## config.mk

```make
export PLATFORM = sky130hd
export DESIGN_NAME = pmic_rail_sequencer
export DESIGN_NICKNAME = d
export VERILOG_FILES = /design/src/rtl/pmic_rail_sequencer.sv
export SDC_FILE = /design/constraint.sdc
export NUM_CORES = 1
export LEC_CHECK = 0
export ABC_AREA = 1
export CORE_ASPECT_RATIO = 0.9
export CORE_MARGIN = 2
export CORE_UTILIZATION = 40
export DETAILED_ROUTE_END_ITERATION = 8
export PLACE_DENSITY = 0.7
export RECOVER_POWER = 100
export SYNTH_ARGS = -nofsm -noshare
export SYNTH_HDL_FRONTEND = slang
export SYNTH_SLANG_ARGS = --single-unit
```

## constraint.sdc

```tcl
create_clock -name clk -period 2 [get_ports clk]
set_input_delay 0.4 -clock clk [delete_from_list [all_inputs] [get_ports clk]]
set_output_delay 0.4 -clock clk [all_outputs]
set_load 0.005 [all_outputs]
```

## src/rtl/pmic_rail_sequencer.sv

```systemverilog
// Four-rail PMIC power sequencer: steps rails up/down in thermometer order toward a
// target set by on_req/lp_req. Define PMIC_PG_TIMEOUT_EN for pg-timeout and pg-loss faults.
module pmic_rail_sequencer #(
    parameter int unsigned STEP_DLY   = 8,
    parameter int unsigned PG_TIMEOUT = 64
) (
    input  logic       clk,
    input  logic       reset,
    input  logic       on_req,
    input  logic       lp_req,
    input  logic [3:0] rail_pg,
    output logic [3:0] rail_en,
    output logic [2:0] level,
    output logic       busy,
    output logic       fault
);

    typedef enum logic [2:0] {
        IDLE   = 3'd0,
        UP_PG  = 3'd1,
        UP_DLY = 3'd2,
        DN_DLY = 3'd3,
        FAULT  = 3'd4
    } state_t;

    if (STEP_DLY < 1 || STEP_DLY > 255) begin : g_bad_step_dly
        $error("STEP_DLY must be within 1..255");
    end
    if (PG_TIMEOUT < 1 || PG_TIMEOUT > 255) begin : g_bad_pg_timeout
        $error("PG_TIMEOUT must be within 1..255");
    end

    // Counter is loaded with STEP_DLY-1 so the delay states last exactly STEP_DLY cycles.
    localparam logic [7:0] DLY_LAST = 8'(STEP_DLY - 1);

    state_t     state_q, state_d;
    logic [2:0] level_q, level_d;
    logic [3:0] rail_en_q, rail_en_d;
    logic [7:0] cnt_q, cnt_d;
    logic       busy_q, busy_d;
    logic       fault_q, fault_d;
    logic [2:0] target;
    logic       top_pg;

`ifdef PMIC_PG_TIMEOUT_EN
    localparam logic [7:0] TO_LAST = 8'(PG_TIMEOUT - 1);
    logic [7:0] tcnt_q, tcnt_d;
    logic       pg_lost;
`endif

    function automatic logic [3:0] therm(input logic [2:0] n);
        case (n)
            3'd0:    therm = 4'b0000;
            3'd1:    therm = 4'b0001;
            3'd2:    therm = 4'b0011;
            3'd3:    therm = 4'b0111;
            default: therm = 4'b1111;
        endcase
    endfunction

    // on_req=0 wins over any lp_req value.
    always_comb begin
        target = 3'd4;
        if (!on_req) begin
            target = 3'd0;
        end else if (lp_req) begin
            target = 3'd2;
        end
    end

    always_comb begin
        case (level_q)
            3'd1:    top_pg = rail_pg[0];
            3'd2:    top_pg = rail_pg[1];
            3'd3:    top_pg = rail_pg[2];
            3'd4:    top_pg = rail_pg[3];
            default: top_pg = 1'b0;
        endcase
    end

`ifdef PMIC_PG_TIMEOUT_EN
    assign pg_lost = |(rail_en_q & ~rail_pg);
`endif

    always_comb begin
        state_d = state_q;
        level_d = level_q;
        cnt_d   = cnt_q;
        fault_d = fault_q;
`ifdef PMIC_PG_TIMEOUT_EN
        tcnt_d  = tcnt_q;
`endif
        case (state_q)
            IDLE: begin
`ifdef PMIC_PG_TIMEOUT_EN
                if (pg_lost) begin
                    state_d = FAULT;
                end else
`endif
                if (level_q < target) begin
                    level_d = level_q + 3'd1;
                    state_d = UP_PG;
`ifdef PMIC_PG_TIMEOUT_EN
                    tcnt_d  = 8'd0;
`endif
                end else if (level_q > target) begin
                    level_d = level_q - 3'd1;
                    cnt_d   = DLY_LAST;
                    state_d = DN_DLY;
                end
            end
            UP_PG: begin
                // A falling target reverses the ramp without waiting for power-good.
                if (target < level_q) begin
                    level_d = level_q - 3'd1;
                    cnt_d   = DLY_LAST;
                    state_d = DN_DLY;
                end else if (top_pg) begin
                    cnt_d   = DLY_LAST;
                    state_d = UP_DLY;
                end
`ifdef PMIC_PG_TIMEOUT_EN
                else if (tcnt_q == TO_LAST) begin
                    state_d = FAULT;
                end else begin
                    tcnt_d  = tcnt_q + 8'd1;
                end
`endif
            end
            UP_DLY, DN_DLY: begin
                if (cnt_q == 8'd0) begin
                    state_d = IDLE;
                end else begin
                    cnt_d   = cnt_q - 8'd1;
                end
            end
            FAULT: begin
                if (!on_req) begin
                    state_d = IDLE;
                    fault_d = 1'b0;
                end
            end
            default: state_d = IDLE;
        endcase

        // Fault entry drops every rail at once.
        if (state_d == FAULT && state_q != FAULT) begin
            level_d = 3'd0;
            fault_d = 1'b1;
        end

        rail_en_d = therm(level_d);
        busy_d    = (state_d == UP_PG) || (state_d == UP_DLY) || (state_d == DN_DLY);
    end

    always_ff @(posedge clk or negedge reset) begin
        if (!reset) begin
            state_q   <= IDLE;
            level_q   <= 3'd0;
            rail_en_q <= 4'b0000;
            cnt_q     <= 8'd0;
            busy_q    <= 1'b0;
            fault_q   <= 1'b0;
`ifdef PMIC_PG_TIMEOUT_EN
            tcnt_q    <= 8'd0;
`endif
        end else begin
            state_q   <= state_d;
            level_q   <= level_d;
            rail_en_q <= rail_en_d;
            cnt_q     <= cnt_d;
            busy_q    <= busy_d;
            fault_q   <= fault_d;
`ifdef PMIC_PG_TIMEOUT_EN
            tcnt_q    <= tcnt_d;
`endif
        end
    end

    assign rail_en = rail_en_q;
    assign level   = level_q;
    assign busy    = busy_q;
    assign fault   = fault_q;

endmodule
```

==> results of run 1 <==
cells in the mapped netlist (all sizes together):
cell type  count  share of area
xnor2          1         0.0065
o21bai         1         0.0056
a21oi          3          0.011
xor2           2          0.013
nor3           2          0.016
ha            10          0.093
nand4          2         0.0093
nand3         22          0.093
dfrtp         20           0.37
o21ai          9          0.036
nor2          22          0.071
inv           28          0.078
nand2         63           0.20
cell families (layout without fill, tap and decap cells):
group                      Yosys count  count (layout)  share of synthesized area
AOI/OAI and AO/OA                   13              13                     0.0529
xor gates and xnor gates             3               3                     0.0195
adders and majority gates           10              10                     0.0928
buffers and inverters               28              59                     0.0779
DFF                                 20              20                      0.371
and+or+nand+nor                    111             111                      0.386
power breakdown:
| part | leakage, uW | switching, uW | internal (uW) |
|---|---|---|---|
| combinational | 0.000624 | 819 | 619 |
| sequential | 0.000238 | 143 | 578 |
| clock | 0.0000357 | 136 | 267 |
final timing paths:
| check | depth (start not counted) | slack (ns) | to |
|---|---|---|---|
| max in group asynchronous | 2 | 0.55 | rail_en[2] |
| min in group asynchronous | 2 | 0.82 | fault |
| min reg2reg | 2 | 0.49 | fault |
| min | 2 | 0.49 | fault |
| max | 11 | 0.11 | cnt_q[1] |
| max reg2reg | 10 | 0.17 | cnt_q[1] |
registers in the layout, indices dropped and copies added (netlist names):
register	count
cnt_q	8
rail_en	4
level	3
state_q	3
busy	1
fault	1
critical path: stages:
cell and delay (ns):
clkdlybuf4s50_1 0.43, nor2_2 0.15, ha_4 0.23, nand2_2 0.07, nand2_4 0.06, nor2_4 0.11, nor2_2 0.05, nor3_4 0.25
buf_6 0.15, nand3_1 0.07, nand2_1 0.08
timing repair:
item                       4_1_cts  5_1_grt
pin swaps                        4        2
resized for setup                2        5
setup endpoints to repair        5       13
hold buffers                     0        0
through the flow:
stage | worst slack [ns] | hold WS [ns] | std cells | cell area, um^2
after floorplan | 0.180 | 0.104 | 185 | 1350
after global placement | -0.292 | 0.456 | 254 | 1640
after detailed placement | -0.311 | 0.477 | 254 | 1640
after CTS | 0.0203 | 0.479 | 258 | 1720
after global routing | 0.00336 | 0.509 | 258 | 1730
final | 0.114 | 0.486 | 258 | 1730
cell type report:
type / count / share of cell area
repair buffers: 27 / 0.135
flip-flops and latches: 20 / 0.289
multi-input cells: 137 / 0.443
well taps: 42 / 0.0304
clock buffers: 3 / 0.0239
clock inverters: 1 / 0.0174
inverters: 28 / 0.0607
metal layers:
layer	part of all wire	GRT usage	up-vias
met5	0	0	-
met4	0.019	0.0863	0
met3	0.050	0.0589	7
met2	0.41	0.243	21
met1	0.52	0.236	534
li1	-	-	638
==> impl_metrics.py, run 1 <==
metrics = {
    "placed_design": {
        "portBuffers": 16,
        "place_hpwl_um": 2170,
        "place_congestion": 0.921,
    },
    "grt": {
        "antenna_found_initial": 0,
        "grt_pass1_wl_um": 5070,
        "track_usage": 0.173,
        "grt_max_degree": 21,
        "grt_pass1_vias": 1207,
        "overflow": 0,
    },
    "timing": {
        "rsz0062_at_grt": "false",
        "fin_skew_ns": 0.00304,
        "min_period_over_period": 0.943,
        "hold_viol": 0,
        "drv_slew": 0,
        "slew_headroom": 0.317,
        "worst_pin_slew_ns": 1.02,
        "finalSetupViolations": 0,
        "fin_setup_tns_ns": 0,
        "layout_min_cycle_time_ns": 1.89,
        "fmax_mhz": 530,
    },
    "synth": {
        "ys_seq_area_frac": 0.371,
        "ys_ff_latch": 20,
        "yosys_warnings": 0,
        "syn_avg_cell_area_um2": 7.29,
        "synth_cells": 185,
        "syn_area_mm2": 0.00135,
        "syn_nets": 203,
        "synth_cell_types": 22,
    },
    "setup_path": {
        "crit_required_ns": 2.20,
        "r2r-start": "level[1]",
        "cp-end-kind": "register",
        "worstPathMaxFanout": 5,
        "crit_start": "lp_req",
        "crit_type": "in -> reg",
        "arrival_ns": 2.09,
        "timing.critical_path.from_type": "primary input",
    },
    "floorplan": {
        "die_x_um": 65.2,
        "num_io_pins": 17,
        "dieArea_mm2": 0.00385,
        "die_h_um": 59.1,
        "design.core.area_mm2": 0.00314,
        "num_rows": 19,
        "start_util": 0.430,
    },
    "clock_tree": {
        "cts_buffer_depth": 2,
        "cts_tree": "built",
        "cts_root_buf": "clkbuf_8",
        "cts.sinks": 20,
        "cts_setup_buffers": 0,
        "insertion_delay_ns": 0.26,
        "htree_levels": 1,
        "path_clk_slew_ns": 0.07,
        "cts_buffers": 3,
    },
    "route": {
        "drc": 0,
        "avgRoutedWirePerCell_um": 10.6,
        "viasPerCell": 4.65,
        "routed_wl_um": 2740,
        "vias": 1200,
        "postRouteAntennaNets": 0,
        "firstDrtPassIters": 4,
        "drt-initial-drc-count": 32,
    },
    "min_path": {
        "hp-start": "fault",
        "hold_class": "reg -> reg",
    },
    "pwr": {
        "p_leak_uw": 0.000898,
        "p_per_area_mw_per_mm2": 1480,
        "vdd_drop_max_v": 0.000885,
        "p_total_uw": 2560,
    },
    "outcome": {
        "status": "completed",
    },
    "layout": {
        "finalNetCount": 235,
        "mostFrequentLayoutCells": "55 x nand2_1, 25 x inv_1, 20 x dfrtp_1",
        "multi_input_area_um2": 767,
        "final_util": 0.551,
        "drive_gt1_frac": 0.157,
        "seq_area_um2": 500,
        "antenna_cells": 0,
        "layout_commonest_cell": "nand2_1",
        "areaGrowthSynthToFinish_pct": 28.3,
        "final.fill_count": 314,
    },
    "run": {
        "maxCapViolations": 0,
    },
}
Note: power is estimated with default switching activity, not from simulation.
==> run 2: changes to the inputs <==
Settings changed: PLACE_DENSITY 0.7 to unset.
==> run 2 against run 1 <==
  * Register-to-register slack about the same
  * Highest routed layer unchanged
  * Clock power shrank 2%
  * Non-clock buffer count down 3
==> impl_metrics.py, run 2 (synthesis gave the netlist of run 1 again) <==
metrics = {
    "timing": {
        "min_period_over_period": 0.910,
        "fin_skew_ns": 0.00267,
        "hold_viol": 0,
        "fin_setup_tns_ns": 0,
        "rsz0062_at_grt": "false",
        "drv_slew": 0,
        "fin_ws_ns": 0.180,
        "fmax_mhz": 549,
        "slew_headroom": 0.298,
        "layout_min_cycle_time_ns": 1.82,
        "finalSetupViolations": 0,
        "worst_pin_slew_ns": 1.05,
        "whs_ns": 0.486,
    },
    "route": {
        "drt-initial-drc-count": 56,
        "postRouteAntennaNets": 0,
        "vias": 1211,
        "drc": 0,
        "viasPerCell": 4.75,
        "routed_wl_um": 3020,
        "firstDrtPassIters": 4,
        "avgRoutedWirePerCell_um": 11.9,
    },
    "floorplan": {
        "start_util": 0.430,
        "num_rows": 19,
        "die_h_um": 59.1,
        "num_io_pins": 17,
        "die_x_um": 65.2,
        "dieArea_mm2": 0.00385,
        "design.core.area_mm2": 0.00314,
    },
    "pwr": {
        "p_leak_uw": 0.000898,
        "p_total_uw": 2540,
        "vdd_drop_max_v": 0.000802,
        "p_per_area_mw_per_mm2": 1490,
    },
    "clock_tree": {
        "cts_setup_buffers": 0,
        "cts_hold_buffers": 0,
        "cts_root_buf": "clkbuf_8",
        "cts.sinks": 20,
        "cts_buffer_depth": 2,
        "insertion_delay_ns": 0.25,
        "cts_buffers": 3,
        "cts_tree": "built",
        "htree_levels": 1,
        "path_clk_slew_ns": 0.07,
    },
    "layout": {
        "largest_reg_flops": 8,
        "drive_gt1_frac": 0.141,
        "finalNetCount": 232,
        "areaGrowthSynthToFinish_pct": 26.7,
        "regMostFlops": "cnt_q",
        "final_util": 0.545,
        "layout_commonest_cell": "nand2_1",
        "antenna_cells": 0,
        "mostFrequentLayoutCells": "56 x nand2_1, 25 x inv_1, 20 x dfrtp_1",
    },
    "setup_path": {
        "arrival_ns": 2.01,
        "cpPeakStageDelay_ns": 0.45,
        "path_cells": "inv_1, ha_1, nand2_1, nor2_1, nor2_4, nor2_2, nor3_4, buf_6, nand3_1, nand2_1",
        "crit_type": "reg -> reg",
        "worst_path_max_delay_cell": "dfrtp_1",
        "crit_required_ns": 2.19,
        "worstPathMaxFanout": 8,
        "cp-end-kind": "register",
        "timing.critical_path.from_type": "register",
        "cp_common_cell": "nand2_1",
    },
    "placed_design": {
        "place_congestion": 0.896,
        "portBuffers": 16,
        "place_hpwl_um": 2380,
        "pre_cts_slack_ns": -0.323,
    },
    "grt": {
        "grt_max_degree": 21,
        "antenna_found_initial": 0,
        "overflow": 0,
        "grt_pass1_wl_um": 5180,
        "grt_pass1_vias": 1246,
        "track_usage": 0.173,
    },
    "outcome": {
        "status": "completed",
    },
    "run": {
        "maxCapViolations": 0,
    },
    "min_path": {
        "hold_class": "reg -> reg",
    },
}
-- run 2: repair_timing --
item	in CTS	in global routing
pin swaps	6	4
hold endpoints to repair	0	0
endpoints found under the setup margin	13	17
gates resized for setup	3	5
-- run 2: routing by layer --
layer | GRT usage | vias up | wire length [um]
li1 | - | 634 | -
met1 | 0.234 | 534 | 1460
met2 | 0.280 | 41 | 1390
met3 | 0.0418 | 2 | 152
met4 | 0.0446 | 0 | 19
met5 | 0 | - | 0
-- run 2: final cells by class --
type / count / area, um^2
clock buffers: 3 / 41.3
clock inverters: 1 / 30.0
fillers: 315 / 1430
inverters: 28 / 105
multi-input cells: 137 / 762
flip-flops and latches: 20 / 500
well taps: 42 / 52.6
repair buffers: 24 / 218
-- run 2: final timing paths --
check                      startpoint       end  slack (ns)  cells past startpoint
setup / recovery             level[1]  cnt_q[3]        0.18                     10
hold / removal               cnt_q[1]  cnt_q[1]        0.49                      2
setup reg to reg             level[1]  cnt_q[3]        0.18                     10
hold reg to reg              cnt_q[1]  cnt_q[1]        0.49                      2
max in group asynchronous       reset  level[0]        0.51                      2
min in group asynchronous       reset     fault        0.85                      2
-- run 2: through the flow --
step | cell area, um^2 | instances
2_1_floorplan | 1350 | 185
3_3_place_gp | 1620 | 251
3_5_place_dp | 1620 | 251
4_1_cts | 1700 | 255
5_1_grt | 1710 | 255
6_report | 1710 | 255
-- run 2: where the power goes --
| part | internal [uW] | total, uW | switching (uW) |
|---|---|---|---|
| sequential | 578 | 726 | 148 |
| clock | 267 | 394 | 127 |
| combinational | 603 | 1420 | 818 |
-- run 2: critical path: cells and delay by family (launching register included) --
| kind | cells | cell delay [ns] |
|---|---|---|
| flip-flops | 1 | 0.45 |
| buffers and inverters | 2 | 0.30 |
| adder cells (fa/ha/maj) | 1 | 0.33 |
| AND/OR/NAND/NOR | 7 | 0.67 |
